--- src/rtl/tile_draw_datapath_if.sv ---
// Control strobes from the graphics FSM (master) to the tile draw datapath (slave),
// plus the pixel stream and status flags flowing back.
interface tile_draw_datapath_if;
    logic       ld_tile;
    logic       ld_flash;
    logic       randomEnable;
    logic       writeEnable;
    logic       counterEnable;
    logic [2:0] tile_num;
    logic [7:0] x;
    logic [6:0] y;
    logic [2:0] colour;
    logic       plot;
    logic       drw;
    logic [1:0] tile_sel;
    logic       overflow;

    modport master (
        output ld_tile, ld_flash, randomEnable, writeEnable, counterEnable, tile_num,
        input  x, y, colour, plot, drw, tile_sel, overflow
    );

    modport slave (
        input  ld_tile, ld_flash, randomEnable, writeEnable, counterEnable, tile_num,
        output x, y, colour, plot, drw, tile_sel, overflow
    );
endinterface

--- src/rtl/tile_draw_datapath.sv ---
// Tile pixel engine: queues draw requests and sweeps one pixel per clock into the VGA adapter.
// Define TILE_FLASH_HOLD_EN to pause in HOLD for HOLD_CYCLES after every flash-colour sweep.
module tile_draw_datapath #(
    parameter int unsigned TILE_W      = 40,
    parameter int unsigned TILE_H      = 30,
    parameter int unsigned X_BASE      = 40,
    parameter int unsigned Y_BASE      = 30,
    parameter int unsigned QDEPTH      = 4,
    parameter int unsigned HOLD_CYCLES = 25_000_000
) (
    input  logic                clock,
    input  logic                reset,
    tile_draw_datapath_if.slave bus
);

    localparam int unsigned PW        = $clog2(QDEPTH);
    localparam logic [7:0]  X_ORG0    = 8'(X_BASE);
    localparam logic [7:0]  X_ORG1    = 8'(X_BASE + TILE_W);
    localparam logic [6:0]  Y_ORG0    = 7'(Y_BASE);
    localparam logic [6:0]  Y_ORG1    = 7'(Y_BASE + TILE_H);
    localparam logic [7:0]  COL_LAST  = 8'(TILE_W - 1);
    localparam logic [6:0]  ROW_LAST  = 7'(TILE_H - 1);
    localparam logic [PW:0] FIFO_FULL = (PW + 1)'(QDEPTH);

    if (QDEPTH < 4 || (QDEPTH & (QDEPTH - 1)) != 0 || TILE_W == 0 || TILE_H == 0 ||
        HOLD_CYCLES == 0) begin : g_bad_params
        $error("tile_draw_datapath: illegal parameter set");
    end

    typedef enum logic [1:0] {ST_IDLE, ST_SWEEP, ST_HOLD} state_t;

    state_t        state_q, state_d;
    logic [7:0]    lfsr_q, lfsr_d;
    logic [2:0]    boot_cnt_q, boot_cnt_d;
    logic [1:0]    tile_sel_q, tile_sel_d;
    logic [2:0]    colour_reg_q, colour_reg_d;
    logic          overflow_q, overflow_d;
    logic [4:0]    fifo_mem_q [QDEPTH];
    logic [4:0]    fifo_mem_d [QDEPTH];
    logic [PW-1:0] wr_ptr_q, wr_ptr_d;
    logic [PW-1:0] rd_ptr_q, rd_ptr_d;
    logic [PW:0]   count_q, count_d;
    logic [7:0]    origin_x_q, origin_x_d;
    logic [6:0]    origin_y_q, origin_y_d;
    logic [2:0]    sweep_colour_q, sweep_colour_d;
    logic [7:0]    col_q, col_d;
    logic [6:0]    row_q, row_d;
    logic [7:0]    x_q, x_d;
    logic [6:0]    y_q, y_d;
    logic [2:0]    colour_q, colour_d;
    logic          plot_q, plot_d;
    logic          drw_q, drw_d;

    logic       lfsr_fb;
    logic       draw_req;
    logic       fifo_empty;
    logic       fifo_full;
    logic       push;
    logic       pop;
    logic [4:0] head;
    logic       last_pixel;

`ifdef TILE_FLASH_HOLD_EN
    logic [31:0] hold_cnt_q, hold_cnt_d;
    logic        hold_done;
    assign hold_done = (hold_cnt_q == 32'(HOLD_CYCLES - 1));
`endif

    function automatic logic [2:0] base_colour(input logic [1:0] tile);
        case (tile)
            2'd0:    return 3'b100;
            2'd1:    return 3'b010;
            2'd2:    return 3'b001;
            default: return 3'b110;
        endcase
    endfunction

    assign lfsr_fb    = lfsr_q[7] ^ lfsr_q[5] ^ lfsr_q[4] ^ lfsr_q[3];
    assign draw_req   = bus.writeEnable & bus.counterEnable;
    assign fifo_empty = (count_q == '0);
    assign fifo_full  = (count_q == FIFO_FULL);
    // Fullness is judged before this cycle's pop, so a full FIFO drops even while draining.
    assign push       = draw_req & ~fifo_full;
    assign pop        = (state_q == ST_IDLE) & ~fifo_empty;
    assign head       = fifo_mem_q[rd_ptr_q];
    assign last_pixel = (col_q == COL_LAST) && (row_q == ROW_LAST);

    always_ff @(posedge clock) begin
        if (reset) begin
            state_q <= ST_IDLE;
        end else begin
            state_q <= state_d;
        end
    end

    always_comb begin
        state_d = state_q;
        unique case (state_q)
            ST_IDLE: begin
                if (pop) begin
                    state_d = ST_SWEEP;
                end
            end
            ST_SWEEP: begin
                if (last_pixel) begin
`ifdef TILE_FLASH_HOLD_EN
                    state_d = (sweep_colour_q == 3'b111) ? ST_HOLD : ST_IDLE;
`else
                    state_d = ST_IDLE;
`endif
                end
            end
`ifdef TILE_FLASH_HOLD_EN
            ST_HOLD: begin
                if (hold_done) begin
                    state_d = ST_IDLE;
                end
            end
`endif
            default: state_d = ST_IDLE;
        endcase
    end

    always_comb begin
        lfsr_d         = lfsr_q;
        boot_cnt_d     = boot_cnt_q;
        tile_sel_d     = tile_sel_q;
        colour_reg_d   = colour_reg_q;
        overflow_d     = overflow_q;
        fifo_mem_d     = fifo_mem_q;
        wr_ptr_d       = wr_ptr_q;
        rd_ptr_d       = rd_ptr_q;
        count_d        = count_q;
        origin_x_d     = origin_x_q;
        origin_y_d     = origin_y_q;
        sweep_colour_d = sweep_colour_q;
        col_d          = col_q;
        row_d          = row_q;
        x_d            = x_q;
        y_d            = y_q;
        colour_d       = colour_q;
        plot_d         = 1'b0;

        if (bus.randomEnable) begin
            lfsr_d = {lfsr_q[6:0], lfsr_fb};
        end

        // During boot the FSM picks tiles explicitly; afterwards the LFSR picks them.
        if (bus.ld_tile) begin
            tile_sel_d   = (boot_cnt_q < 3'd4) ? bus.tile_num[1:0] : lfsr_q[1:0];
            colour_reg_d = base_colour(tile_sel_d);
        end
        if (bus.ld_flash) begin
            colour_reg_d = 3'b111;
        end

        if (draw_req && fifo_full) begin
            overflow_d = 1'b1;
        end
        if (push) begin
            fifo_mem_d[wr_ptr_q] = {tile_sel_q, colour_reg_q};
            wr_ptr_d             = wr_ptr_q + 1'b1;
            if (boot_cnt_q != 3'd4) begin
                boot_cnt_d = boot_cnt_q + 3'd1;
            end
        end
        if (pop) begin
            rd_ptr_d = rd_ptr_q + 1'b1;
        end
        case ({push, pop})
            2'b10:   count_d = count_q + 1'b1;
            2'b01:   count_d = count_q - 1'b1;
            default: count_d = count_q;
        endcase

        unique case (state_q)
            ST_IDLE: begin
                if (pop) begin
                    origin_x_d     = head[3] ? X_ORG1 : X_ORG0;
                    origin_y_d     = head[4] ? Y_ORG1 : Y_ORG0;
                    sweep_colour_d = head[2:0];
                    col_d          = '0;
                    row_d          = '0;
                end
            end
            ST_SWEEP: begin
                plot_d   = 1'b1;
                x_d      = origin_x_q + col_q;
                y_d      = origin_y_q + row_q;
                colour_d = sweep_colour_q;
                if (col_q == COL_LAST) begin
                    col_d = '0;
                    row_d = row_q + 7'd1;
                end else begin
                    col_d = col_q + 8'd1;
                end
            end
            default: begin
            end
        endcase

        drw_d = (state_q != ST_IDLE) || !fifo_empty;
    end

    always_ff @(posedge clock) begin
        if (reset) begin
            lfsr_q         <= 8'h01;
            boot_cnt_q     <= '0;
            tile_sel_q     <= '0;
            colour_reg_q   <= '0;
            overflow_q     <= 1'b0;
            fifo_mem_q     <= '{default: '0};
            wr_ptr_q       <= '0;
            rd_ptr_q       <= '0;
            count_q        <= '0;
            origin_x_q     <= '0;
            origin_y_q     <= '0;
            sweep_colour_q <= '0;
            col_q          <= '0;
            row_q          <= '0;
            x_q            <= '0;
            y_q            <= '0;
            colour_q       <= '0;
            plot_q         <= 1'b0;
            drw_q          <= 1'b0;
        end else begin
            lfsr_q         <= lfsr_d;
            boot_cnt_q     <= boot_cnt_d;
            tile_sel_q     <= tile_sel_d;
            colour_reg_q   <= colour_reg_d;
            overflow_q     <= overflow_d;
            fifo_mem_q     <= fifo_mem_d;
            wr_ptr_q       <= wr_ptr_d;
            rd_ptr_q       <= rd_ptr_d;
            count_q        <= count_d;
            origin_x_q     <= origin_x_d;
            origin_y_q     <= origin_y_d;
            sweep_colour_q <= sweep_colour_d;
            col_q          <= col_d;
            row_q          <= row_d;
            x_q            <= x_d;
            y_q            <= y_d;
            colour_q       <= colour_d;
            plot_q         <= plot_d;
            drw_q          <= drw_d;
        end
    end

`ifdef TILE_FLASH_HOLD_EN
    always_comb begin
        hold_cnt_d = hold_cnt_q;
        if (state_q == ST_HOLD) begin
            hold_cnt_d = hold_done ? 32'd0 : hold_cnt_q + 32'd1;
        end
    end

    always_ff @(posedge clock) begin
        if (reset) begin
            hold_cnt_q <= '0;
        end else begin
            hold_cnt_q <= hold_cnt_d;
        end
    end
`endif

    assign bus.x        = x_q;
    assign bus.y        = y_q;
    assign bus.colour   = colour_q;
    assign bus.plot     = plot_q;
    assign bus.drw      = drw_q;
    assign bus.tile_sel = tile_sel_q;
    assign bus.overflow = overflow_q;

endmodule

--- src/flat_wrapper.sv ---
// flat-port wrapper written by rule: the top's interface ports become plain ports
module tile_draw_datapath_flat 
#(
    parameter int unsigned TILE_W      = 40,
    parameter int unsigned TILE_H      = 30,
    parameter int unsigned X_BASE      = 40,
    parameter int unsigned Y_BASE      = 30,
    parameter int unsigned QDEPTH      = 4,
    parameter int unsigned HOLD_CYCLES = 25_000_000
)
  (clock, reset, bus_ld_tile, bus_ld_flash, bus_randomEnable, bus_writeEnable, bus_counterEnable, bus_tile_num, bus_x, bus_y, bus_colour, bus_plot, bus_drw, bus_tile_sel, bus_overflow);
  tile_draw_datapath_if bus_i ();
  input  logic clock;
  input  logic reset;
  input wire logic [$bits(bus_i.ld_tile)-1:0] bus_ld_tile;
  input wire logic [$bits(bus_i.ld_flash)-1:0] bus_ld_flash;
  input wire logic [$bits(bus_i.randomEnable)-1:0] bus_randomEnable;
  input wire logic [$bits(bus_i.writeEnable)-1:0] bus_writeEnable;
  input wire logic [$bits(bus_i.counterEnable)-1:0] bus_counterEnable;
  input wire logic [$bits(bus_i.tile_num)-1:0] bus_tile_num;
  output wire logic [$bits(bus_i.x)-1:0] bus_x;
  output wire logic [$bits(bus_i.y)-1:0] bus_y;
  output wire logic [$bits(bus_i.colour)-1:0] bus_colour;
  output wire logic [$bits(bus_i.plot)-1:0] bus_plot;
  output wire logic [$bits(bus_i.drw)-1:0] bus_drw;
  output wire logic [$bits(bus_i.tile_sel)-1:0] bus_tile_sel;
  output wire logic [$bits(bus_i.overflow)-1:0] bus_overflow;
  assign bus_i.ld_tile = bus_ld_tile;
  assign bus_i.ld_flash = bus_ld_flash;
  assign bus_i.randomEnable = bus_randomEnable;
  assign bus_i.writeEnable = bus_writeEnable;
  assign bus_i.counterEnable = bus_counterEnable;
  assign bus_i.tile_num = bus_tile_num;
  assign bus_x = bus_i.x;
  assign bus_y = bus_i.y;
  assign bus_colour = bus_i.colour;
  assign bus_plot = bus_i.plot;
  assign bus_drw = bus_i.drw;
  assign bus_tile_sel = bus_i.tile_sel;
  assign bus_overflow = bus_i.overflow;
  tile_draw_datapath #(.TILE_W(TILE_W), .TILE_H(TILE_H), .X_BASE(X_BASE), .Y_BASE(Y_BASE), .QDEPTH(QDEPTH), .HOLD_CYCLES(HOLD_CYCLES)) u_core (.clock(clock), .reset(reset), .bus(bus_i));
endmodule
--- config.mk ---
export PLATFORM = sky130hd
export DESIGN_NAME = tile_draw_datapath_flat
export DESIGN_NICKNAME = d
export VERILOG_FILES = /design/src/rtl/tile_draw_datapath_if.sv /design/src/rtl/tile_draw_datapath.sv /design/src/flat_wrapper.sv
export SDC_FILE = /design/constraint.sdc
export NUM_CORES = 1
export LEC_CHECK = 0
export CORE_MARGIN = 1
export CORE_UTILIZATION = 62
export DETAILED_ROUTE_END_ITERATION = 7
export HOLD_SLACK_MARGIN = 0.06
export PLACE_DENSITY = 0.88
export SLEW_MARGIN = 30
export SYNTH_ARGS = -nofsm -noshare
export SYNTH_HDL_FRONTEND = slang
export SYNTH_SLANG_ARGS = --single-unit
--- constraint.sdc ---
create_clock -name clock -period 7.3 [get_ports clock]
set_input_delay 0.73 -clock clock [delete_from_list [all_inputs] [get_ports clock]]
set_output_delay 0.73 -clock clock [all_outputs]
set_load 0.01 [all_outputs]
Word level (Yosys, flattened, before mapping)
Index checks and enable logic that the tools add are counted.
- register bits: 99
- latch bits: 0
- RAM bits: 0
- bits in read-only memories: 0
- input bits: 10
- output and inout bits: 23
- word-level logic and storage cells: 98
- memories: 0
- add/subtract/negate cells: 9
- multiply operators: 0
- div/mod/pow operators: 0
- $lt $le $gt $ge: 4
- equal/unequal tests: 12
- shift operators: 0
- muxes and demuxes: 23
- bitwise logic cells: 10
- reduce and logical (&&, ||, !) cells: 17
- operators by type and width (cell ; number):
    $mux 7 ; 3
    $bwmux 20 ; 1
    $mux 8 ; 2
    $pmux 8 s2 ; 1
    $mux 5 ; 3
    $pmux 7 s2 ; 1
    $bmux 5 s2 ; 1
    $demux 5 s2 ; 1
    $pmux 3 s3 ; 1
    $add 8x1->8 const B ; 1
    $add 8x8->8 ; 1
    $eq 8x6->1 const B ; 1
    $reduce_and 2->1 ; 4
    $reduce_bool 2->1 ; 4
    $add 7x1->7 const B ; 1
    $add 7x7->7 ; 1
    $eq 7x5->1 const B ; 1
    $add 3x1->3 const B ; 2
    $eq 2x1->1 const B ; 3
    $ge 3x3->1 const B ; 2
    $mux 2 ; 3
    $mux 3 ; 2
    $mux 6 ; 1
    $ne 2x1->1 const B ; 3
    20 further kinds ; 31

Depth between registers and ports, before layout
- word-level depth: 6
- mapped depth: 12
- mapped depth without buffers: 9

Least setup slack after synthesis
No wires, ideal clock.
- path type: input -> register
- start point: input bus_writeEnable
- end point: register u_core.count_q[2]
- arrival time: 2636 ps
- required time: 7229 ps
- slack: 4594 ps
- stages on the path: 12
- buffers on the path: 3
- cell sequence: and2_1 > clkbuf_1 > and2_1 > buf_6 > buf_2 > inv_2 > ha_1 > inv_1 > fa_1 > xor2_1 > or3_1 > a21oi_1
- longest elaborated chain between the ends: 4
- ends and longest elaborated chain (element ; RTL line ; RTL):
    from (decl) ; flat_wrapper.sv:18 ; input wire logic [$bits(bus_i.writeEnable)-1:0] bus_writeEnable;
    $and 1x1->1 (*) ; tile_draw_datapath.sv:79 ; assign draw_req = bus.writeEnable & bus.counterEnable;
    $and 1x1->1 (*) ; tile_draw_datapath.sv:83 ; assign push = draw_req & ~fifo_full;
    $eq 2x1->1 or $eq 2x2->1 (tied branches) ; tile_draw_datapath.sv:170 ; case ({push, pop})
    $pmux 3 s2 or $reduce_bool 2->1 (tied branches) ; n/a ;
    to (signal assigned) ; tile_draw_datapath.sv:235 ; count_q <= count_d;
    to (decl) ; tile_draw_datapath.sv:42 ; logic [PW:0] count_q, count_d;
Every way passes the cells marked *; elsewhere a longest branch is shown, timed or not.
A chain may end at the register's enable or synchronous reset.

Worst setup path after layout
Ends and elaborated chain as after synthesis.

==> out/summary.md <==
The tools report the count of endpoints failing hold in the final timing report as 0. In this run, the number of DRC markers left after iteration 0 of detailed routing was 206. The total area inside the core boundary comes to 6310 µm². The worst pin sits at a relative slew slack of 46.8%. The total inserted antenna cells was 0. IR analysis of the VDD net gives a maximum drop of 0.164 mV. The fraction of final layout cells sized beyond drive strength 1 is 7.39%, and the net count after synthesis is 468. The run gives 3084 as the via count of the first global-routing pass.

In the routed design, unresolved DRC markers number 0. The tools report the wire length of the first global-routing pass as 13600 µm. The share of the synthesized area in the top cell type was 43.5%.

The final max-slew violation count is 0, and the number of max-cap violations is 0. From left edge to right edge, the die measures 82.8 µm. Synthesis produced a netlist whose cell count is 435. Setup violations remaining at the end of the flow were counted as 0. The floorplan step defined a die boundary enclosing 6860 µm². Prevailing post-synth register cell: dfxtp_1. The synthesized design contains 0 enable-type register cells.

The clock passes through at most 2 buffers. The maximum operating frequency came out at 369 MHz. The time the final worst path needs with I/O delays and setup was 2710 ps; the global router's overall resource usage was 24.1%. Cell type with the highest aggregate area in the netlist: dfxtp_1. In this run, CTS created clock tree buffers numbering 9. The synthesized area divided by synthesized cell count works out to 9.31 µm². Setup repair after global routing left no endpoint under its margin. In the final routed layout, each cell accounts on average for 14.5 µm. The total power per unit cell area works out to 263 nW/µm².

In this run the remaining antenna-violating nets after routing total 0. The leakage component of the power is 1.82 nW, and the post-cts resize count is 0. The logs give 0 for the total of warnings raised by yosys and 4680 ps for the worst-case register-to-register setup slack. The actual slew at the worst max-slew pin is 798 ps, and the worst clock skew is 6.43 ps. The number of antenna violations at the first check in global routing came out at 0.

After synthesis, the netlist uses 58 different library cells. STA classifies the critical path startpoint as a primary input. Data on the critical path arrives at its endpoint at 2990 ps.

The worst setup path is captured at a flop. After the last flow step, the layout net total stands at 488. The number of stages on the worst hold path was 2. For the number of iterations in the first detailed-routing pass, the log shows 6.

The latest clock arrival within the worst-skew pair was 350 ps. The HPWL after detailed placement came out at 5310 µm. Global routing finished with a remaining overflow of 0.

Post-CTS setup buffer count: 0. Layout filler cell count: 486. The cts-stage hold buffer count was 0; the critical path data required time was 7580 ps. For the setup TNS, the log shows 0 ps.

TritonCTS built the clock tree. Of the available clock period, the critical path in the final layout requires 37.2%. Pin placement for this block handled 33 I/O pins. The floorplan has 29 rows.

Relative to the synthesized area, the layout overhead comes to 12.4%. The number of clock sinks is 88. The maximum number of pins on one net before global-route repair is 83, and the area of the mapped netlist is 4050 µm².

Startpoint of the worst hold path: u_core.fifo_mem_q[19]. The flow ran to the end, and the final reports show no timing, DRC or antenna violations. In this run the vertical extent of the chip is 82.8 µm. The cell with the most instances after synthesis is dfxtp_1. The post-route worst hold slack came out at 457 ps.

The worst reg2reg path startpoint is u_core.count_q[2]. The tools report the detailed-route wire length as 7810 µm. By area the synthesized netlist is led by dfxtp_1, mux2i_1, ha_1.

The count of vias placed by the detailed router is 3165. The tree is rooted in a clkbuf_8. Dividing the detail-routed via count by the number of cells gives 5.89.

Of all flip-flops after synthesis, the portion carrying an async set or reset was 0%. The worst register-to-register path has a depth of 9. The register clock-pin slew on the reported worst setup and hold paths works out to 80 ps.

The run gives 0.844 as the global placer's final weighted congestion. The commonest cells after synthesis are dfxtp_1, nor2_1, mux2i_1. The worst hold path terminates at u_core.fifo_mem_q[19].

In this run, synthesis produced a sequential element count of 88. The run gives 64.1% as the initial cell density of the core. The classification of the worst-slack hold path is flop to flop. The count of buffers added on input and output ports is 31. The largest driver fanout on the critical path was 14; the sequential element share of the synthesized area was 43.5%.

The worst setup path is of the primary input to flop kind. The H-tree generated during clock tree synthesis spans 3 levels. End of the worst register-to-register path: u_core.count_q[2].
[area by class of cell]
type                    count  area (µm²)  area share [%]
clock inverters             5        38.8           0.852
clock buffers              11         151            3.33
multi-input cells         304        2110            46.4
well taps                  77        96.3            2.12
inverters                  19        71.3            1.57
flip-flops and latches     88        1760            38.7
repair buffers             33         320            7.04
[worst max-delay path, cell delays in order]
cell,delay [ps]
clkdlybuf4s50_1,390
and2_1,220
and2_1,350
inv_2,100
ha_1,170
inv_1,60
fa_1,370
xor2_1,160
or3_1,300
a21oi_1,140
[where the power goes]
group | internal, mW | switching, mW
registers | 0.524 | 0.0412
clock network | 0.145 | 0.174
logic | 0.127 | 0.185
[cells in the final DEF, fill, tap and decap left out, drive strengths merged, types with 3 or more instances in the layout]
| master | netlist | layout |
|---|---|---|
| dfxtp | 88 | 88 |
| a21oi | 27 | 27 |
| nor2 | 59 | 59 |
| nor3 | 8 | 8 |
| nor2b | 6 | 6 |
| mux2i | 33 | 33 |
| nand4 | 3 | 3 |
| mux2 | 3 | 3 |
| xnor2 | 8 | 8 |
| clkbuf | 15 | 11 |
| o21ai | 12 | 12 |
| nor4 | 4 | 4 |
| nand3 | 24 | 24 |
| and2 | 6 | 6 |
| a211oi | 5 | 5 |
| and3 | 5 | 5 |
| xor2 | 4 | 4 |
| ha | 20 | 20 |
| o21a | 3 | 3 |
| a21o | 3 | 3 |
| buf | 9 | 3 |
| inv | 19 | 21 |
| o311ai | 4 | 4 |
| fa | 3 | 3 |
| mux4 | 5 | 5 |
| or3 | 3 | 3 |
| clkdlybuf4s50 | 0 | 30 |
| nand2 | 29 | 29 |
| nor3b | 3 | 3 |
[metal layers]
| layer | part of all wire [%] | GRT usage (%) |
|---|---|---|
| met1 | 43 | 29.5 |
| met2 | 50 | 41.3 |
| met3 | 5.5 | 5.67 |
| met4 | 1.5 | 9.25 |
| met5 | 0 | 0 |
[sequential cells by signal, indices dropped and copies added (netlist names), 7 cells and up]
signal and flops:
u_core.lfsr_q 8, u_core.bus.y 7, u_core.bus.x 8, u_core.row_q 7
u_core.fifo_mem_q 20, u_core.col_q 8
[kinds of logic (layout without fill, tap and decap cells)]
kind of cell | Yosys count | in the layout | share of synthesized area, %
mux | 41 | 41 | 11.8
fa+ha+maj | 23 | 23 | 7.66
simple gates | 160 | 160 | 19.4
compound gates | 68 | 68 | 10.7
buf+inv | 43 | 68 | 4.33
flops | 88 | 88 | 43.5
xor+xnor | 12 | 12 | 2.60
[worst max-delay path by stage]
stage	to	slack, ps	startpoint	cells after the start
2_1_floorplan	u_core.count_q[2]	4590	bus_writeEnable	12
3_3_place_gp	u_core.count_q[2]	4290	bus_writeEnable	10
3_5_place_dp	u_core.count_q[2]	4220	bus_writeEnable	10
4_1_cts	u_core.count_q[2]	4590	bus_writeEnable	10
5_1_grt	u_core.count_q[2]	4470	bus_writeEnable	10
6_report	u_core.count_q[2]	4590	bus_writeEnable	10
[stage by stage]
step	utilization, %	power (mW)	cell area (µm²)	cells	setup WS, ps
after floorplan	-	0.803	4050	435	4590
after global placement	69.1	0.873	4360	521	4290
after detailed placement	69.1	0.886	4360	521	4220
after CTS	72.1	1.20	4550	537	4590
after global routing	72.1	1.26	4550	537	4470
final	72.1	1.20	4550	537	4590
No activity file was read; power rests on OpenSTA's default activity.
